`config.mk`:
```
export PLATFORM = sky130hd
export DESIGN_NAME = muldiv_controller
export DESIGN_NICKNAME = d
export VERILOG_FILES = /design/src/rtl/muldiv_pkg.sv /design/src/rtl/muldiv_iter_dp.sv /design/src/rtl/muldiv_controller.sv
export SDC_FILE = /design/constraint.sdc
export NUM_CORES = 1
export LEC_CHECK = 0
export ABC_AREA = 1
export CAP_MARGIN = 20
export CELL_PAD_IN_SITES_DETAIL_PLACEMENT = 0
export CELL_PAD_IN_SITES_GLOBAL_PLACEMENT = 1
export CORE_MARGIN = 2
export CORE_UTILIZATION = 39
export CTS_BUF_LIST = sky130_fd_sc_hd__clkbuf_8
export DETAILED_ROUTE_END_ITERATION = 10
export MAX_ROUTING_LAYER = met4
export PLACE_DENSITY_LB_ADDON = 0.1
export SLEW_MARGIN = 20
export SYNTH_ARGS = -nofsm -noshare
export SYNTH_HDL_FRONTEND = slang
export SYNTH_SLANG_ARGS = --single-unit
```
`constraint.sdc`:
```
create_clock -name clk -period 4.4 [get_ports clk]
set_input_delay 0.66 -clock clk [delete_from_list [all_inputs] [get_ports clk]]
set_output_delay 0.66 -clock clk [all_outputs]
set_load 0.01 [all_outputs]
```
`src/rtl/muldiv_pkg.sv`:
```
// Shared definitions for the iterative multiply/divide unit.
//   MULDIV_XLEN      default operand/result width
//   MULDIV_OP_*      RV32M funct3 encodings
//   muldiv_state_t   sequencer states IDLE/CALC/FIX/DONE
package muldiv_pkg;

  localparam int unsigned MULDIV_XLEN = 32;

  localparam logic [2:0] MULDIV_OP_MUL    = 3'b000;
  localparam logic [2:0] MULDIV_OP_MULH   = 3'b001;
  localparam logic [2:0] MULDIV_OP_MULHSU = 3'b010;
  localparam logic [2:0] MULDIV_OP_MULHU  = 3'b011;
  localparam logic [2:0] MULDIV_OP_DIV    = 3'b100;
  localparam logic [2:0] MULDIV_OP_DIVU   = 3'b101;
  localparam logic [2:0] MULDIV_OP_REM    = 3'b110;
  localparam logic [2:0] MULDIV_OP_REMU   = 3'b111;

  typedef enum logic [1:0] {
    ST_IDLE = 2'd0,
    ST_CALC = 2'd1,
    ST_FIX  = 2'd2,
    ST_DONE = 2'd3
  } muldiv_state_t;

endpackage

```
`src/rtl/muldiv_iter_dp.sv`:
```
// Iterative datapath: one radix-2 shift-add (multiply) or restoring
// subtract (divide) step per enabled cycle. No control state.
//   clk, rst   clock, async active-high reset
//   load       initialise: hi=0, lo=load_lo, m=load_m
//   step       perform one iteration
//   div        1 = divide step, 0 = multiply step
//   load_lo    multiplier (mul) or dividend (div) magnitude
//   load_m     multiplicand (mul) or divisor (div) magnitude
//   hi, lo     mul: 2*XLEN product {hi,lo}; div: remainder hi, quotient lo
module muldiv_iter_dp #(
  parameter int unsigned XLEN = 32
) (
  input  logic            clk,
  input  logic            rst,
  input  logic            load,
  input  logic            step,
  input  logic            div,
  input  logic [XLEN-1:0] load_lo,
  input  logic [XLEN-1:0] load_m,
  output logic [XLEN-1:0] hi,
  output logic [XLEN-1:0] lo
);

  logic [XLEN-1:0] m;
  logic [XLEN:0]   mul_sum;
  logic [XLEN:0]   div_shift;
  logic            div_ge;
  logic [XLEN-1:0] div_diff;

  // div_shift can reach 2^(XLEN+1)-1, so the compare is done at XLEN+1 bits;
  // when it succeeds the difference is always below the divisor and fits XLEN.
  always_comb begin
    mul_sum   = {1'b0, hi} + {1'b0, m};
    div_shift = {hi, lo[XLEN-1]};
    div_ge    = (div_shift >= {1'b0, m});
    div_diff  = XLEN'(div_shift - {1'b0, m});
  end

  always_ff @(posedge clk or posedge rst) begin
    if (rst) begin
      hi <= '0;
      lo <= '0;
      m  <= '0;
    end else if (load) begin
      hi <= '0;
      lo <= load_lo;
      m  <= load_m;
    end else if (step) begin
      if (div) begin
        if (div_ge) begin
          hi <= div_diff;
          lo <= {lo[XLEN-2:0], 1'b1};
        end else begin
          hi <= div_shift[XLEN-1:0];
          lo <= {lo[XLEN-2:0], 1'b0};
        end
      end else begin
        if (lo[0]) begin
          {hi, lo} <= {mul_sum, lo[XLEN-1:1]};
        end else begin
          {hi, lo} <= {1'b0, hi, lo[XLEN-1:1]};
        end
      end
    end
  end

endmodule

```
`src/rtl/muldiv_controller.sv`:
```
// Multi-cycle RV32M MUL/MULH/MULHSU/MULHU/DIV/DIVU/REM/REMU sequencer.
// Runs magnitudes through muldiv_iter_dp for XLEN steps, then applies
// sign correction and selects the result word.
//   clk       core clock, rising edge
//   rst       asynchronous active-high reset
//   start     request, sampled only in IDLE
//   flush     aborts any operation in flight (overrides start)
//   op        funct3 operation select
//   operand1  rs1 (multiplicand / dividend)
//   operand2  rs2 (multiplier / divisor)
//   busy      high in CALC and FIX
//   done      one-cycle pulse with result valid
//   result    selected result word, held until the next done
module muldiv_controller
  import muldiv_pkg::*;
#(
  parameter  int unsigned XLEN  = MULDIV_XLEN,
  localparam int unsigned CNT_W = $clog2(XLEN) + 1
) (
  input  logic            clk,
  input  logic            rst,
  input  logic            start,
  input  logic            flush,
  input  logic [2:0]      op,
  input  logic [XLEN-1:0] operand1,
  input  logic [XLEN-1:0] operand2,
  output logic            busy,
  output logic            done,
  output logic [XLEN-1:0] result
);

  localparam logic [XLEN-1:0] INT_MIN = {1'b1, {(XLEN-1){1'b0}}};

  muldiv_state_t   state;
  logic [CNT_W-1:0] counter;
  logic [2:0]       op_q;
  logic             s1_q;
  logic             s2_q;

  // Accept-time decode
  logic            accept;
  logic            op_is_div;
  logic            op1_signed;
  logic            op2_signed;
  logic            s1;
  logic            s2;
  logic [XLEN-1:0] abs1;
  logic [XLEN-1:0] abs2;
  logic            div_zero;
  logic            div_ovf;
  logic            special;
  logic [XLEN-1:0] special_res;

  // Datapath interface
  logic            dp_load;
  logic            dp_step;
  logic [XLEN-1:0] dp_load_lo;
  logic [XLEN-1:0] dp_load_m;
  logic [XLEN-1:0] dp_hi;
  logic [XLEN-1:0] dp_lo;

  // Sign correction and result select
  logic [2*XLEN-1:0] prod;
  logic [2*XLEN-1:0] prod_fix;
  logic [XLEN-1:0]   quot_fix;
  logic [XLEN-1:0]   rem_fix;
  logic [XLEN-1:0]   fix_res;

  always_comb begin
    accept     = (state == ST_IDLE) && start && !flush;
    op_is_div  = op[2];
    op1_signed = (op == MULDIV_OP_MULH) || (op == MULDIV_OP_MULHSU) ||
                 (op == MULDIV_OP_DIV)  || (op == MULDIV_OP_REM);
    op2_signed = (op == MULDIV_OP_MULH) || (op == MULDIV_OP_DIV) ||
                 (op == MULDIV_OP_REM);
    s1         = op1_signed && operand1[XLEN-1];
    s2         = op2_signed && operand2[XLEN-1];
    abs1       = s1 ? -operand1 : operand1;
    abs2       = s2 ? -operand2 : operand2;
    div_zero   = op_is_div && (operand2 == '0);
    div_ovf    = ((op == MULDIV_OP_DIV) || (op == MULDIV_OP_REM)) &&
                 (operand1 == INT_MIN) && (operand2 == '1);
    special    = div_zero || div_ovf;
    // op[1] separates REM/REMU from DIV/DIVU
    if (div_zero) begin
      special_res = op[1] ? operand1 : '1;
    end else begin
      special_res = op[1] ? '0 : operand1;
    end
    dp_load    = accept && !special;
    dp_step    = (state == ST_CALC) && !flush;
    dp_load_lo = op_is_div ? abs1 : abs2;
    dp_load_m  = op_is_div ? abs2 : abs1;
  end

  muldiv_iter_dp #(
    .XLEN(XLEN)
  ) u_dp (
    .clk     (clk),
    .rst     (rst),
    .load    (dp_load),
    .step    (dp_step),
    .div     (op_q[2]),
    .load_lo (dp_load_lo),
    .load_m  (dp_load_m),
    .hi      (dp_hi),
    .lo      (dp_lo)
  );

  always_comb begin
    prod     = {dp_hi, dp_lo};
    prod_fix = (s1_q ^ s2_q) ? -prod : prod;
    quot_fix = (s1_q ^ s2_q) ? -dp_lo : dp_lo;
    rem_fix  = s1_q ? -dp_hi : dp_hi;
    case (op_q)
      MULDIV_OP_MUL:                                      fix_res = prod_fix[XLEN-1:0];
      MULDIV_OP_MULH, MULDIV_OP_MULHSU, MULDIV_OP_MULHU:  fix_res = prod_fix[2*XLEN-1:XLEN];
      MULDIV_OP_DIV, MULDIV_OP_DIVU:                      fix_res = quot_fix;
      MULDIV_OP_REM, MULDIV_OP_REMU:                      fix_res = rem_fix;
      default:                                            fix_res = '0;
    endcase
  end

  always_ff @(posedge clk or posedge rst) begin
    if (rst) begin
      state   <= ST_IDLE;
      counter <= '0;
      op_q    <= '0;
      s1_q    <= 1'b0;
      s2_q    <= 1'b0;
      busy    <= 1'b0;
      done    <= 1'b0;
      result  <= '0;
    end else if (flush) begin
      // A done already on the outputs this cycle stays visible; only the
      // next state is forced.
      state   <= ST_IDLE;
      counter <= '0;
      busy    <= 1'b0;
      done    <= 1'b0;
    end else begin
      case (state)
        ST_IDLE: begin
          done <= 1'b0;
          if (accept) begin
            op_q <= op;
            s1_q <= s1;
            s2_q <= s2;
            if (special) begin
              result <= special_res;
              done   <= 1'b1;
              state  <= ST_DONE;
            end else begin
              counter <= CNT_W'(XLEN);
              busy    <= 1'b1;
              state   <= ST_CALC;
            end
          end
        end
        ST_CALC: begin
          counter <= counter - 1'b1;
          if (counter == CNT_W'(1)) begin
            state <= ST_FIX;
          end
        end
        ST_FIX: begin
          result <= fix_res;
          busy   <= 1'b0;
          done   <= 1'b1;
          state  <= ST_DONE;
        end
        ST_DONE: begin
          done  <= 1'b0;
          state <= ST_IDLE;
        end
        default: begin
          state <= ST_IDLE;
        end
      endcase
    end
  end

endmodule
```
* Yosys cells after proc, flatten, opt, wreduce, memory -nomap -nowiden
Index checks and enable logic that the tools add are counted.
** Word-level totals
- Output and inout port bits :: 34
- Input bits :: 71
- Register bits after elaboration :: 143
** Cells by class
- Add/sub/neg operators :: 8
- Eq/ne operators :: 22
- Magnitude comparators :: 1
- Muxes and demuxes :: 41
- Reductions and logical operators :: 34
- Bitwise logic cells :: 2
** Operators by type and width (count)
- $mux 32 :: 20
- $neg 32->32 :: 4
- $pmux 32 s4 :: 1
- $eq 32x32->1 const B :: 2
- $mux 64 :: 1
- $neg 64->64 :: 1
- $pmux 32 s2 :: 1
- $add 32x32->33 :: 1
- $ge 33x32->1 :: 1
- $logic_not 32->1 :: 1
- $sub 32x32->32 :: 1
- $eq 3x3->1 const B :: 6
- $mux 6 :: 3
- $pmux 6 s2 :: 1
- $eq 3x2->1 const B :: 3
- $logic_and 1x1->1 :: 9
- $reduce_and 3->1 :: 3
- $mux 2 :: 4
- $pmux 2 s4 :: 1
- $logic_or 1x1->1 :: 7
- $mux 1 :: 7
- $eq 3x1->1 const B :: 2
- $eq 6x1->1 const B :: 1
- $ne 3x3->1 const B :: 2
- other kinds (19) :: 25

* Longest topological paths before layout
Gate-level depths: netlist of the first run.
- Depth in word-level cells :: 9
- Depth in mapped cells :: 18
- Gate-level depth less buffers :: 17

* Modules after synthesis
From an unflattened synthesis of the first run, not the netlist that was laid out.
** Second synthesis, totals
- Cells, all modules :: 3441
- Area total of the unflattened synthesis :: 18963.2 sq um
** By module, submodules not included
- muldiv_iter_dp :: times used 1, cells each 1675, area an instance 9905.8 sq um, sequential area each 2402.3 sq um
- muldiv_controller :: times used 1, cells each 1766, area an instance 9057.4 sq um, sequential area each 1176.1 sq um

* Least setup slack after synthesis of the first run
OpenSTA, ideal clock, no wires.
- Path type :: flip-flop to flip-flop
- Start point :: register u_dp.lo[0]
- End point :: register result[8]
- Path buffers :: 2
- Setup time :: 0.116 ns
- Data required time :: 4.284 ns
- Path slack :: 1.926 ns
- Clock period less this slack :: 2.474 ns
- Data arrival time :: 2.358 ns
- Stages on the path, launching flop included :: 18
- Cells stage by stage :: dfrtp_1 inv_1 clkbuf_1 clkbuf_1 ha_1 nand2_1 nor2_2 nand2_2 nor2_1 nand2_1 nand2_2 nand2_1 nand2_1 o211ai_1 nand2_1 nand2_1 nand2_1 nand2_1
** Between the ends
- Cells in the longest elaborated chain, start to end :: 4
** RTL lines
- from (decl) :: RTL line muldiv_iter_dp.sv:21 : output logic [XLEN-1:0] lo
- from (signal assigned) :: RTL line muldiv_iter_dp.sv:46 : lo <= load_lo;
- from (signal assigned) :: RTL line muldiv_iter_dp.sv:52 : lo <= {lo[XLEN-2:0], 1'b1};
- from (signal assigned) :: RTL line muldiv_iter_dp.sv:55 : lo <= {lo[XLEN-2:0], 1'b0};
- $neg 64->64 / $neg 32->32 (equally long branches) :: RTL line muldiv_controller.sv:112, muldiv_controller.sv:113
- $mux 64 / $mux 32 (equally long branches) :: RTL line muldiv_controller.sv:112, muldiv_controller.sv:113
- $pmux 32 s4 * :: RTL line muldiv_controller.sv:115 : case (op_q)
- $pmux 32 s2 * :: RTL line muldiv_controller.sv:142 : case (state)
- to (signal assigned) :: RTL line muldiv_controller.sv:150 : result <= special_res;
- to (signal assigned) :: RTL line muldiv_controller.sv:167 : result <= fix_res;
- to (decl) :: RTL line muldiv_controller.sv:29 : output logic [XLEN-1:0] result
Every way passes the cells marked *; elsewhere a longest branch is shown, timed or not.
A chain may end at the register's enable or synchronous reset.

* Final worst setup path of the first run
- Start point :: register u_dp.m[25]
- End point :: register u_dp.hi[28]
** Between the ends
- Cells in the longest elaborated chain, start to end :: 5
** RTL lines
- from (decl) :: RTL line muldiv_iter_dp.sv:24 : logic [XLEN-1:0] m;
- from (signal assigned) :: RTL line muldiv_iter_dp.sv:47 : m <= load_m;
- $add 32x32->33 (tied with other cells) :: RTL line muldiv_iter_dp.sv:33 : mul_sum = {1'b0, hi} + {1'b0, m};
- $mux 32 (on tied branches) :: RTL line muldiv_iter_dp.sv:58, muldiv_iter_dp.sv:50
- $mux 32 * :: RTL line muldiv_iter_dp.sv:49 : if (div) begin
- $mux 32 * :: RTL line muldiv_iter_dp.sv:48 : end else if (step) begin
- $mux 32 * :: RTL line muldiv_iter_dp.sv:44 : end else if (load) begin
- to (signal assigned) :: RTL line muldiv_iter_dp.sv:51 : hi <= div_diff;
- to (signal assigned) :: RTL line muldiv_iter_dp.sv:59 : {hi, lo} <= {mul_sum, lo[XLEN-1:1]};
- to (signal assigned) :: RTL line muldiv_iter_dp.sv:61 : {hi, lo} <= {1'b0, hi, lo[XLEN-1:1]};
- to (decl) :: RTL line muldiv_iter_dp.sv:20 : output logic [XLEN-1:0] hi,
Every way passes the cells marked *; elsewhere a longest branch is shown, timed or not. The select of a mux whose other input is x is not followed.

==> results of run 1 <==
## metrics by stage
stage | util [%] | area [um2] | hold WS, ns | worst slack, ns
floorplan | - | 18700 | 0.453 | 1.93
global placement | 42.8 | 20300 | 0.469 | 0.505
detailed placement | 42.8 | 20300 | 0.464 | 0.457
CTS | 43.6 | 20700 | 0.322 | 0.836
global route | 43.6 | 20700 | 0.348 | 0.537
finish | 43.6 | 20700 | 0.345 | 0.736
## Yosys cell counts (all sizes together)
| cell type | n |
|---|---|
| o22ai | 9 |
| o211ai | 37 |
| nor2 | 422 |
| ha | 75 |
| nand2 | 1163 |
| fa | 2 |
| nand3b | 15 |
| nand3 | 357 |
| buf | 59 |
| o21a | 3 |
| a21oi | 205 |
| xor2 | 48 |
| clkinv | 3 |
| a31oi | 2 |
| nor3b | 3 |
| o21bai | 6 |
| nand4 | 55 |
| a21o | 1 |
| nor4 | 3 |
| a22oi | 5 |
| and2 | 3 |
| clkbuf | 62 |
| inv | 386 |
| dfrtp | 143 |
| o41ai | 1 |
| nor3 | 21 |
| or2 | 6 |
| o2bb2ai | 1 |
| o21ai | 253 |
| a21boi | 8 |
| xnor2 | 20 |
| o221ai | 5 |
## worst reg2reg max path: cells and delay by family (launching register included)
family                   cells  cell delay, ns
buffers and inverters        1            0.21
flip-flops                   1            0.56
adder cells (fa/ha/maj)      1            0.42
AND/OR/NAND/NOR             12            2.42
## worst max-delay path by stage
stage	endpoint	slack, ns
final	u_dp.hi[28]$_DFFE_PP0P_	0.74
after global routing	u_dp.m[23]$_DFFE_PP0P_	0.54
after CTS	u_dp.hi[28]$_DFFE_PP0P_	0.84
after detailed placement	result[28]$_DFFE_PP0P_	0.46
after global placement	result[28]$_DFFE_PP0P_	0.50
after floorplan	result[8]$_DFFE_PP0P_	1.93
## power by group through the flow
stage	Sequential, mW	Clock, mW	Combinational, mW
2_1_floorplan	2.51	0	8.97
3_3_place_gp	3.19	0	13.4
3_5_place_dp	3.17	0	13.4
4_1_cts	3.15	1.08	13.5
5_1_grt	3.21	1.14	15.1
6_report	3.23	1.08	13.8
## metal layers
layer	track usage, %	vias to the layer above	wire [um]
li1	-	11000	-
met1	46.9	10800	38100
met2	62.8	1107	43800
met3	5.25	232	6790
met4	21.6	0	6320
met5	-	-	0
## final cells by class
class	instances	area, um2
inverter	389	1470
antenna	2	5.00
tap	615	769
clock buffer	18	248
multi-input combinational	2729	13000
timing repair buffer	159	1470
fill	5319	26800
clock inverter	14	121
sequential	143	3580
## flip-flops by register name (all words and copies together), names as in the netlist
name     flops
u_dp.lo     32
s2_q         1
done         1
op_q         3
state        2
counter      6
u_dp.hi     32
u_dp.m      32
busy         1
result      32
s1_q         1
## logic make-up after synthesis
group	Yosys count	synth area share [%]
xor gates and xnor gates	68	3.19
adders and majority gates	77	5.25
DFF	143	19.2
buffers and inverters	510	11.0
AOI/OAI and AO/OA	536	15.5
and+or+nand+nor	2048	45.8
==> out/summary.txt, run 1 <==
Status: completed
Die W: 223 um
Port Buffers: 104
Setup_tns: 0 ns
Crit path buffers/inverters: 1
R2R depth: 14
Clock latency on the worst-skew pair: 0.53 ns
Flop pwr share: 17.8%
Synthesis Warnings: 0
Number of vias per cell: 5.70
PD cells: 877 mW/mm2
Critical Path Start: u_dp.m[25]$_DFFE_PP0P_
CP Data Arrival Time: 4.14 ns
Setup Fix Bufs, Post-CTS: 0
Tot Pwr: 18.1 mW
Synth cell types: 50
Combinational share of power: 76.3%
Synth Cell Area: 0.0186 mm2
Post-Syn Nets: 3530
CP cell instances: inv_1 -> ha_1 -> nand2_1 -> nor2_1 -> nand4_1 -> nor2_1 -> nand3_1 -> nand2_1 -> nor2_2 -> nand2_4 -> nand3_1 -> nand2_1 -> nand3_1 -> nand2_1
Fin cells: 4069
Startpoint types: flip-flop
Slew of the pin with the lowest slew margin: 1.04 ns
Setup CP Type: reg2reg
Starting Density: 39.3%
Initial DRC Count: 2743
Vias: 23200
Synth area leader: nand2_1
Placed Cells: 4035
Relative slew slack: 30.6%
Final setup fails: 0
WP data required: 4.87 ns
Most common cell after layout, fill and taps aside: nand2_1
Share of the synthesized area in the top cell type: 23.2%
Internal power: 6.49 mW
Die span in y: 223 um
Hold Crit Class: in2async
CTS Sinks: 143
Worst-path clk slew: 0.10 ns
Final min period: 3.66 ns
CP Depth: 14
Unrepaired setup endpoints after global routing: no
Final wirelength: 95000 um
Core footprint: 0.0474 mm2
First-pass GRT wire length: 138000 um
Flops & latches, synth: 143
GR Overflow Total: 0
GRT Total Usage: 38.9%
Skew final: 0.0164 ns
Ports: 105
CP max stage cell: dfrtp_1
Clock Root Buffer: clkbuf_8
Final ANT Viol Nets: 0
Maximum root-to-sink buffer count: 2
Full die area: 0.0496 mm2
Sw Share: 64.2%
DRC viols: 0
Reg2Reg Launch Point: u_dp.m[25]$_DFFE_PP0P_
CTS buffer count: 17
Hpwl dp: 77300 um
Highest-count cells in the layout ignoring fill and taps: 1151 x nand2_1, 411 x nor2_1, 374 x inv_1, 351 x nand3_1, 222 x o21ai_0
F_max: 0.273 GHz
Maximum VDD drop: 275 uV
Layout cells sized above 1: 4.11%
Reg2reg setup slack: 0.74 ns
H-tree levels: 4
Drt first pass iters: 8
CP max stage delay: 0.56 ns
Final GP Congestion: 1.07
Setup crit end kind: flip-flop
CTS tree: built
Sequential share of the synthesized area: 19.2%
Fin. max-slew vios: 0
Final #Nets: 3587
Top delay family on crit path: simple AND/OR/NAND/NOR gates
Largest net degree at the start of global routing: 90
Area Overhead vs Synth: 10.9%
CP dominant cell by count: nand2_1
# Max-Cap Violations: 0
Final Hold Viols: 0
Reg-to-reg endpoint: u_dp.hi[28]$_DFFE_PP0P_
Mapped Cells: 3382
Post-cts resize count: 0
Top cells by area, synth: nand2_1 23%, dfrtp_1 19%, nand3_1 9.4%, nor2_1 8.3%, inv_1 7.5%
Vias in the first global route: 21300
CTS Hold Buffers Added: 0
FP Rows: 80
Clock network fraction of design power: 5.9%
Routed WL per cell: 23.3 um
Maximum fanout along the worst path: 34
Final period util: 83.3%
NetSw: 11.7 mW
Leakage: 10.3 nW
Initial antenna violation count: 2
Mean Syn Cell Area: 5.51 um2
Note: power is estimated with default switching activity, not from simulation.
==> run 2: changes to the inputs <==
CORE_UTILIZATION = 43   (was 39)
clock period = 3.4 ns   (was 4.4 ns; I/O delays follow)
==> out/summary.txt, run 2 (synthesized netlist as in run 1, its figures left out) <==
Final wirelength: 92400 um
R2R depth: 15
Clock network fraction of design power: 6.0%
Skew final: 0.0163 ns
F_max: 0.336 GHz
Status: completed
Routed WL per cell: 22.6 um
GRT Total Usage: 42.0%
Number of vias per cell: 5.84
Hold Crit Class: in2async
Leakage: 10.5 nW
Setup crit end kind: flip-flop
Reg2reg setup slack: 0.42 ns
Final setup fails: 0
Setup_tns: 0 ns
Largest net degree at the start of global routing: 70
Unrepaired setup endpoints after global routing: no
Clock Root Buffer: clkbuf_8
Sw Share: 62.8%
Full die area: 0.0451 mm2
CTS buffer count: 17
CTS Sinks: 143
First-pass GRT wire length: 136000 um
Vias: 23800
Final ANT Viol Nets: 0
# Max-Cap Violations: 0
Worst slack, placed: 0.168 ns
GR Overflow Total: 0
H-tree levels: 4
Maximum fanout along the worst path: 6
Die W: 212 um
Final WS setup: 0.425 ns
Area Overhead vs Synth: 12.9%
Port Buffers: 104
Fin. max-slew vios: 0
Setup CP Type: reg2reg
Maximum VDD drop: 546 uV
Post-DP Area: 0.0207 mm2
Die span in y: 212 um
Post-cts resize count: 0
Final min period: 2.98 ns
Final GP Congestion: 1.09
PD cells: 1130 mW/mm2
WP data required: 3.79 ns
CTS tree: built
Final Hold Viols: 0
Starting Density: 43.4%
Internal power: 8.82 mW
Hold_ws: 0.445 ns
Worst-path clk slew: 0.10 ns
CP Data Arrival Time: 3.36 ns
Final #Nets: 3633
Slew of the pin with the lowest slew margin: 0.744 ns
Drt first pass iters: 6
Hpwl dp: 75700 um
Maximum root-to-sink buffer count: 2
Final period util: 87.5%
CTS Hold Buffers Added: 0
Vias in the first global route: 22000
Core footprint: 0.0430 mm2
Highest-count cells in the layout ignoring fill and taps: 1151 x nand2_1, 411 x nor2_1, 375 x inv_1, 351 x nand3_1, 222 x o21ai_0
Clock latency on the worst-skew pair: 0.50 ns
Setup Fix Bufs, Post-CTS: 0
Final instance area: 0.0211 mm2
DRC viols: 0
Flop pwr share: 15.8%
Most common cell after layout, fill and taps aside: nand2_1
Multi-input logic area: 0.0130 mm2
Initial antenna violation count: 1
Layout cells sized above 1: 5.35%
Ports: 105
Combinational share of power: 78.2%
Relative slew slack: 50.4%
Initial DRC Count: 2989
Register area: 0.00358 mm2
Startpoint types: flip-flop
NetSw: 14.9 mW
Tot Pwr: 23.7 mW
FP Rows: 76
Fillers: 4663
run 2: changes by cell type in the layout (fill, tap and decap cells not counted), moves of 2 or more:
cell,change
clkinv_4,+2
clkinvlp_4,-2
buf_4,+43
buf_12,+3
inv_6,-2
run 2: final timing paths:
check | from | endpoint
setup / recovery | u_dp.hi[11]$_DFFE_PP0P_ | u_dp.hi[29]$_DFFE_PP0P_
hold / removal | rst | u_dp.hi[28]$_DFFE_PP0P_
setup reg to reg | u_dp.hi[11]$_DFFE_PP0P_ | u_dp.hi[29]$_DFFE_PP0P_
hold reg to reg | result[7]$_DFFE_PP0P_ | result[7]$_DFFE_PP0P_
max in group asynchronous | rst | op_q[2]$_DFFE_PP0P_
min in group clk | op[2] | u_dp.m[31]$_DFFE_PP0P_
run 2: power by group through the flow:
stage	Combinational, mW	Sequential [mW]	Clock (mW)
floorplan	11.6	3.25	0
global placement	17.7	3.69	0
detailed placement	17.9	3.70	0
CTS	18.0	3.67	1.42
global route	20.2	3.73	1.49
finish	18.5	3.74	1.42
run 2: worst max-delay path, stage by stage, from the launching register on:
cell	delay (ns)
dfrtp_1	0.52
buf_4	0.22
ha_1	0.39
a21oi_1	0.14
o21ai_0	0.52
inv_1	0.08
nand2_1	0.13
inv_1	0.05
nand2_1	0.21
nand2_1	0.12
nand2_1	0.08
nand2_1	0.05
nand3_1	0.13
nand2_1	0.08
nand3_1	0.08
nand2_1	0.06
run 2: cell type report:
class	instances	share of cell area (%)
diodes	1	0.0119
repair buffers	205	8.82
well taps	585	3.48
flip-flops and latches	143	17.0
inverters	389	6.97
clock buffers	19	1.24
multi-input cells	2729	61.9
clock inverters	13	0.612
run 2: routing by layer:
metal,vias to the layer above,GRT usage (%),routed length (um)
met2,1386,67.4,42200
li1,11100,-,-
met3,291,5.36,8230
met5,-,-,0
met1,11000,50.2,35000
met4,0,26.3,6940
run 2: stage by stage:
stage | util [%] | instances
after global placement | 48.1 | 4051
after detailed placement | 48.1 | 4051
after CTS | 49.0 | 4083
after floorplan | - | 3382
after global routing | 49.0 | 4084
final | 49.0 | 4084
